File: config.mk
export PLATFORM = sky130hd
export DESIGN_NAME = mult_div_unit_flat
export DESIGN_NICKNAME = d
export VERILOG_FILES = /design/src/rtl/mult_div_unit_pkg.sv /design/src/rtl/mult_div_unit_if.sv /design/src/rtl/mult_div_unit_divider.sv /design/src/rtl/mult_div_unit.sv /design/src/flat_wrapper.sv
export SDC_FILE = /design/constraint.sdc
export NUM_CORES = 2
export LEC_CHECK = 0
export ABC_CLOCK_PERIOD_IN_PS = 9500
export BUFFER_PORTS_ARGS = -buffer_cell sky130_fd_sc_hd__buf_2
export CAP_MARGIN = 20
export CORE_MARGIN = 3
export CORE_UTILIZATION = 55
export DETAILED_ROUTE_END_ITERATION = 16
export GPL_ROUTABILITY_DRIVEN = 0
export HOLD_SLACK_MARGIN = 0.05
export PLACE_DENSITY = 0.75
export SLEW_MARGIN = 20
export SYNTH_ARGS = -nofsm -noshare
export SYNTH_HDL_FRONTEND = slang
export SYNTH_HIERARCHICAL = 1
export SYNTH_SLANG_ARGS = --single-unit
File: constraint.sdc
create_clock -name clk -period 9.5 [get_ports clk]
set_input_delay 0.475 -clock clk [delete_from_list [all_inputs] [get_ports clk]]
set_output_delay 0.475 -clock clk [all_outputs]
set_load 0.005 [all_outputs]
File: src/rtl/mult_div_unit_pkg.sv
// rtl/mult_div_unit_pkg.sv - op encodings, FSM states and helpers for the multi-cycle mult/div unit
package mult_div_unit_pkg;

  typedef enum logic [2:0] {
    MD_NONE  = 3'd0,
    MD_MULT  = 3'd1,
    MD_MULTU = 3'd2,
    MD_DIV   = 3'd3,
    MD_DIVU  = 3'd4,
    MD_MTHI  = 3'd5,
    MD_MTLO  = 3'd6
  } md_op_e;

  typedef enum logic {
    ST_IDLE = 1'b0,
    ST_RUN  = 1'b1
  } md_state_e;

  function automatic int max_int(input int a, input int b);
    return (a > b) ? a : b;
  endfunction

endpackage

File: src/rtl/mult_div_unit_if.sv
// rtl/mult_div_unit_if.sv - issue/result bundle between execute stage and the mult/div unit
interface mult_div_unit_if #(parameter int WIDTH = 32);
  logic             start;
  logic [2:0]       md_op;
  logic [WIDTH-1:0] A;
  logic [WIDTH-1:0] B;
  logic             busy;
  logic [WIDTH-1:0] hi;
  logic [WIDTH-1:0] lo;

  modport master (output start, md_op, A, B, input busy, hi, lo);
  modport slave  (input start, md_op, A, B, output busy, hi, lo);
endinterface

File: src/rtl/mult_div_unit_divider.sv
// rtl/mult_div_unit_divider.sv - combinational signed/unsigned divide with MIPS-style zero-divisor and overflow results
module mult_div_unit_divider #(
  parameter int WIDTH = 32
) (
  input  logic             is_signed,
  input  logic [WIDTH-1:0] a,
  input  logic [WIDTH-1:0] b,
  output logic [WIDTH-1:0] quo,
  output logic [WIDTH-1:0] rem
);
  localparam logic [WIDTH-1:0] MOST_NEG = {1'b1, {(WIDTH-1){1'b0}}};

  logic             neg_a, neg_b;
  logic [WIDTH-1:0] mag_a, mag_b, mag_q, mag_r;

  always_comb begin
    neg_a = is_signed & a[WIDTH-1];
    neg_b = is_signed & b[WIDTH-1];
    mag_a = neg_a ? -a : a;
    mag_b = neg_b ? -b : b;
    mag_q = (mag_b == '0) ? '0 : mag_a / mag_b;
    mag_r = (mag_b == '0) ? '0 : mag_a % mag_b;
    if (b == '0) begin
      quo = '1;
      rem = a;
    end else if (is_signed && a == MOST_NEG && b == '1) begin
      quo = a;
      rem = '0;
    end else begin
      // quotient truncates toward zero, remainder follows the dividend's sign
      quo = (neg_a ^ neg_b) ? -mag_q : mag_q;
      rem = neg_a ? -mag_r : mag_r;
    end
  end
endmodule

File: src/rtl/mult_div_unit.sv
// rtl/mult_div_unit.sv - multi-cycle mult/div unit with HI/LO registers
// Divider present only when MDU_DIV_EN is defined; otherwise div/divu act as no-ops.
module mult_div_unit
  import mult_div_unit_pkg::*;
#(
  parameter int WIDTH       = 32,
  parameter int MULT_CYCLES = 5,
  parameter int DIV_CYCLES  = 10
) (
  input  logic          clk,
  input  logic          reset,
  mult_div_unit_if.slave md
);
  localparam int CW = $clog2(max_int(MULT_CYCLES, DIV_CYCLES) + 1);

  md_state_e          state, state_d;
  logic [CW-1:0]      cnt, cnt_d;
  logic [WIDTH-1:0]   hi_q, hi_d, lo_q, lo_d;
  logic [WIDTH-1:0]   pend_hi, pend_hi_d, pend_lo, pend_lo_d;
  logic [WIDTH-1:0]   div_quo, div_rem;
  logic [2*WIDTH-1:0] ext_a, ext_b, prod;
  logic               is_mult, is_div, mult_signed;

  assign is_mult     = (md.md_op == MD_MULT) || (md.md_op == MD_MULTU);
  assign mult_signed = (md.md_op == MD_MULT);

  // one multiplier serves both flavours: sign-extended operands yield the signed product in 2*WIDTH bits
  assign ext_a = {{WIDTH{mult_signed & md.A[WIDTH-1]}}, md.A};
  assign ext_b = {{WIDTH{mult_signed & md.B[WIDTH-1]}}, md.B};
  assign prod  = ext_a * ext_b;

`ifdef MDU_DIV_EN
  assign is_div = (md.md_op == MD_DIV) || (md.md_op == MD_DIVU);

  mult_div_unit_divider #(.WIDTH(WIDTH)) u_divider (
    .is_signed (md.md_op == MD_DIV),
    .a         (md.A),
    .b         (md.B),
    .quo       (div_quo),
    .rem       (div_rem)
  );
`else
  assign is_div  = 1'b0;
  assign div_quo = '0;
  assign div_rem = '0;
`endif

  always_ff @(posedge clk) begin
    if (reset) begin
      state   <= ST_IDLE;
      cnt     <= '0;
      hi_q    <= '0;
      lo_q    <= '0;
      pend_hi <= '0;
      pend_lo <= '0;
    end else begin
      state   <= state_d;
      cnt     <= cnt_d;
      hi_q    <= hi_d;
      lo_q    <= lo_d;
      pend_hi <= pend_hi_d;
      pend_lo <= pend_lo_d;
    end
  end

  always_comb begin
    state_d = state;
    case (state)
      ST_IDLE: if (md.start && (is_mult || is_div)) state_d = ST_RUN;
      ST_RUN:  if (cnt == CW'(1)) state_d = ST_IDLE;
      default: state_d = ST_IDLE;
    endcase
  end

  // start is only honoured in IDLE; in RUN the counter alone drives progress
  always_comb begin
    cnt_d     = cnt;
    hi_d      = hi_q;
    lo_d      = lo_q;
    pend_hi_d = pend_hi;
    pend_lo_d = pend_lo;
    case (state)
      ST_IDLE: begin
        if (md.start) begin
          if (is_mult) begin
            pend_hi_d = prod[2*WIDTH-1:WIDTH];
            pend_lo_d = prod[WIDTH-1:0];
            cnt_d     = CW'(MULT_CYCLES);
          end else if (is_div) begin
            pend_hi_d = div_rem;
            pend_lo_d = div_quo;
            cnt_d     = CW'(DIV_CYCLES);
          end else if (md.md_op == MD_MTHI) begin
            hi_d = md.A;
          end else if (md.md_op == MD_MTLO) begin
            lo_d = md.A;
          end
        end
      end
      ST_RUN: begin
        if (cnt == CW'(1)) begin
          hi_d  = pend_hi;
          lo_d  = pend_lo;
          cnt_d = '0;
        end else begin
          cnt_d = cnt - CW'(1);
        end
      end
      default: cnt_d = '0;
    endcase
  end

  assign md.busy = (state == ST_RUN);
  assign md.hi   = hi_q;
  assign md.lo   = lo_q;
endmodule
File: src/flat_wrapper.sv
// flat-port wrapper written by rule: the top's interface ports become plain ports
module mult_div_unit_flat import mult_div_unit_pkg::*;
#(
  parameter int WIDTH       = 32,
  parameter int MULT_CYCLES = 5,
  parameter int DIV_CYCLES  = 10
)
  (clk, reset, md_start, md_md_op, md_A, md_B, md_busy, md_hi, md_lo);
  mult_div_unit_if #(.WIDTH(WIDTH)) md_i ();
  input  logic clk;
  input  logic reset;
  input wire logic [$bits(md_i.start)-1:0] md_start;
  input wire logic [$bits(md_i.md_op)-1:0] md_md_op;
  input wire logic [$bits(md_i.A)-1:0] md_A;
  input wire logic [$bits(md_i.B)-1:0] md_B;
  output wire logic [$bits(md_i.busy)-1:0] md_busy;
  output wire logic [$bits(md_i.hi)-1:0] md_hi;
  output wire logic [$bits(md_i.lo)-1:0] md_lo;
  assign md_i.start = md_start;
  assign md_i.md_op = md_md_op;
  assign md_i.A = md_A;
  assign md_i.B = md_B;
  assign md_busy = md_i.busy;
  assign md_hi = md_i.hi;
  assign md_lo = md_i.lo;
  mult_div_unit #(.WIDTH(WIDTH), .MULT_CYCLES(MULT_CYCLES), .DIV_CYCLES(DIV_CYCLES)) u_core (.clk(clk), .reset(reset), .md(md_i));
endmodule
==> results.env <==
RUN_STATUS='finished, final reports clean'
SYNTH.TOP_CELL.AREA_SHARE_PCT=52.27
FMAX_MHz=120.4
DETAIL_ROUTE.WIRELENGTH_MM=122.5
CRITICAL_PATH.STARTPOINT_TYPE='input pin'
WORST_R2R_STARTPOINT='u_core/cnt[0]'
CP_SLOWEST_STAGE_DELAY_NS=0.64
SETUP_VIOL_COUNT_FINAL=0
WORSTHOLDPATHTYPE='in2reg'
NUMBER_OF_ENABLE_TYPE_REGISTER_CELLS_IN_THE_SYNTHESIZED_NETLIST=0
NUM_ROWS=102
SYNTH_TOP_CELL_BY_AREA='sky130_fd_sc_hd__fa_1'
CTSROOTBUFFERMASTER='sky130_fd_sc_hd__clkbuf_16'
FIRST_ITER_VIOLATIONS=2880
NUMBER_OF_INSTANCES_ON_THE_WORST_HOLD_PATH=2
TIMING.CRITICAL_PATH.REQUIRED_NS=9.84
PLACE.PORT_BUFFERS=134
CTS_BUFFER_COUNT=17
TIMING.FINAL.CRIT_PERIOD_NS=8.303
DIEWIDTH_UM=285.9
SYNTHADDERAREAFRAC_PCT=58.48
CRITICALPATHCATEGORY='in2reg'
HPWLAFTERDP_MM=96.88
MAPPEDNETLISTNETS=6251
FINISH.UTILIZATION_PCT=58.14
POST_SYNTH_NUM_CELL_TYPES=74
WORST-ENDPOINT-ARRIVAL_NS=8.64
ROUTE.DETAILED.VIAS_PER_INST=5.629
GRT_PASS1_VIAS=35320
GRT_OVERFLOW=0
WORSTSKEWPAIRLATENCY_NS=0.42
NUMCLOCKSINKS=133
LAYOUT_WORST_PATH_CYCLE_SHARE_PCT=87.40
SYNTHESIS.INSTANCES=4842
R2R_SLACK_NS=6.94
DRT_FIRST_PASS_ITERS=8
XOR_AND_XNOR_AREA_SHARE_AFTER_SYNTHESIS_PCT=1.281
CRITICAL_PATH.CELL_CHAIN='buf_2 > nand2_1 > inv_1 > fa_1 > fa_1 > fa_2 > inv_1 > buf_4 > fa_1 > fa_1 > fa_1 > fa_1 > fa_1 > inv_1 > ha_1 > a21oi_1 > o21ai_0 > a221oi_1 > o21ba_2 > o2111ai_1 > a41oi_1 > nor2_1 > a211oi_1'
TIMING.HOLD.WORST_ENDPOINT='u_core/pend_hi[22]'
TIMING.CLOCK.SKEW_NS=0.008522
GRT_FIRST_PASS_WIRELENGTH_MM=195.0
FINALMAXSLEWVIOLATIONS=0
LAYOUT-DRIVE-GT1-SHARE_PCT=5.493
SYNTH_SEQ_CELLS=133
CTS-RESIZED-GATES=0
MOST-COMMON-LAYOUT-CELLS='sky130_fd_sc_hd__inv_1 (1,132), sky130_fd_sc_hd__fa_1 (1,124), sky130_fd_sc_hd__nand2_1 (893)'
DRV.MAX_CAP_VIOLATION_COUNT=0
NUM-FILL-CELLS=6793
COMBINATIONAL_FAMILY_WITH_THE_MOST_AREA_AFTER_SYNTHESIS='adder cells'
SYNTH_WARN=6
POST_SYNTH_MUX_AREA_SHARE_PCT=0.04936
CRIT_FANOUT=33
TIGHTESTPINTRANSITION_NS=1.027
SYN_AREA_PER_CELL_UM2=8.899
SYNTH-SEQ-AREA-SHARE_PCT=6.179
SYNTH_FLOP_CELL='sky130_fd_sc_hd__dfxtp_1'
GRT_SETUP_UNREPAIRED='no'
CTS_TREE='done'
ANTENNA_FOUND_INITIAL=7
SYNTH-COMPOUND-AREA-SHARE_PCT=6.136
CPMOSTUSEDCELL='sky130_fd_sc_hd__fa_1'
GRT_USE_TOTAL_PCT=30.84
SYNTH_AREA_LEADERS='sky130_fd_sc_hd__fa_1 (52%), sky130_fd_sc_hd__inv_1 (9.9%), sky130_fd_sc_hd__nand2_1 (7.8%)'
AREA.SEQUENTIAL_UM2=2666
WORST_MAX_SLEW_MARGIN_EXPRESSED_RELATIVE_TO_THE_LIMIT_PCT=31.51
NUMBER_OF_REMAINING_DRC_ERRORS=0
HOLDCRITSTARTPOINT='reset'
WORSTREG2REGEND='u_core/md.lo[9]'
CTS_MAX_PATH_BUFFERS=2
MAPPEDNETLISTAREA_UM2=43090
CP-END-KIND='flop'
ROUTE.ANTENNA.REMAINING_NETS=0
HOLD_VIOL_FINAL=0
CLOCK_TREE.HTREE_LEVEL_COUNT=4
AREAGROWTHSYNTHTOFINISH_PCT=4.690
PATH_BUF_INV=5
INITIAL_UTILIZATION_PCT=55.53
MULTI_INPUT_AREA_UM2=35160
CORE_AREA_UM2=77590
ASYNC_FLOP_SHARE_PCT=0
NUM-NETS-FINAL=6184
DIE_Y_UM=285.9
CRITICAL-PATH-SLOWEST-CELL='sky130_fd_sc_hd__buf_2'
POST_SYNTH_AND_OR_NAND_NOR_AREA_FRACTION_PCT=15.56
DESIGN.DIE.AREA_UM2=81740
FINAL.SETUP.TNS_NS=0
WORST_R2R_PATH_DEPTH=6
GRT_MAX_DEGREE=113
IO-PIN-COUNT=135
ROUTE.DETAILED.WL_PER_INST_UM=20.99
LAYOUT.CELLS.MOST_COMMON='sky130_fd_sc_hd__inv_1'
HOLD_BUFFERS=0
CTS.REPORTEDPATHS.CLKPINSLEW_NS=0.06
POST_CTS_BUFFERS=0
DETAILROUTE.VIA_COUNT=32840
WORST_PATH_DOMINANT_CELL_FAMILY='adder cells'
worst max path at each step:
stage                      from                  to  slack (ns)  depth (start not counted)
global placement    md_md_op[0]  u_core/pend_hi[31]        0.93                         28
global route        md_md_op[1]  u_core/pend_hi[31]        0.81                         30
floorplan           md_md_op[1]  u_core/pend_hi[31]        0.84                         28
detailed placement      md_B[0]  u_core/pend_hi[31]        0.87                         26
finish                  md_B[0]  u_core/pend_hi[28]        1.20                         23
CTS                 md_md_op[0]  u_core/pend_hi[31]        1.30                         28
worst register-to-register path: stages (launching register included):
cell and delay, ns:
sky130_fd_sc_hd__dfxtp_1 0.40, sky130_fd_sc_hd__ha_1 0.17, sky130_fd_sc_hd__nand2b_1 0.06, sky130_fd_sc_hd__o21ai_0 0.76
sky130_fd_sc_hd__o21a_4 0.69, sky130_fd_sc_hd__nor2_1 0.10, sky130_fd_sc_hd__a211oi_1 0.27
through the flow:
stage / instances / instance area (µm²) / hold slack [ns] / setup WS [ns]
6_report: 5834 / 45110 / 0.3934 / 1.197
5_1_grt: 5830 / 45100 / 0.3893 / 0.8094
4_1_cts: 5828 / 45080 / 0.3691 / 1.304
3_5_place_dp: 5796 / 44500 / 0.4461 / 0.8706
3_3_place_gp: 5796 / 44500 / 0.4387 / 0.9275
2_1_floorplan: 4842 / 43090 / 0.4322 / 0.8406
kinds of logic after synthesis:
group	after synthesis
mux	2
xor+xnor	63
fa+ha+maj	1339
buf+inv	1413
compound gates	412
simple gates	1480
flops	133
metal layers:
metal / wire, µm / vias up / part of all wire [%] / GRT usage (%)
li1: - / 13990 / - / -
met1: 47180 / 16870 / 39 / 40.45
met2: 57880 / 1642 / 47 / 50.45
met3: 10350 / 332 / 8.5 / 5.187
met4: 7045 / 2 / 5.8 / 14.33
met5: 13 / - / 0.011 / 0
flip-flops by register name, indices dropped and copies added, names as in the netlist:
name,cells
u_core/pend_hi,32
u_core/md.busy,1
u_core/md.lo,32
u_core/md.hi,32
u_core/cnt,4
u_core/pend_lo,32
cell usage after synthesis, drive strengths merged, types with 4 or more instances:
cell type	instances
or3	6
o211ai	5
a211oi	75
o21ai	42
fa	1125
nand4	9
and2	293
a21o	36
or2	9
and4	4
o21bai	6
nand2b	7
a31oi	8
ha	214
nor2	128
nand2	893
clkbuf	268
nor2b	37
inv	1132
dfxtp	133
buf	13
nor4	4
nor3	17
nand3b	7
xor2	22
xnor2	41
a21boi	7
and3	24
a21oi	178
o21a	12
a221oi	4
nand3	31
o22ai	7
cell type report:
class                   count  area share [%]
diodes                      6         0.03328
inverters                1132           9.419
repair buffers            195           2.543
well taps                1040           2.885
clock inverters            13          0.2718
clock buffers              19           1.004
multi-input cells        3296           77.93
flip-flops and latches    133           5.911
Power is not shown: default switching activity piles up to over one toggle a cycle in this logic, so the estimate is an artifact.
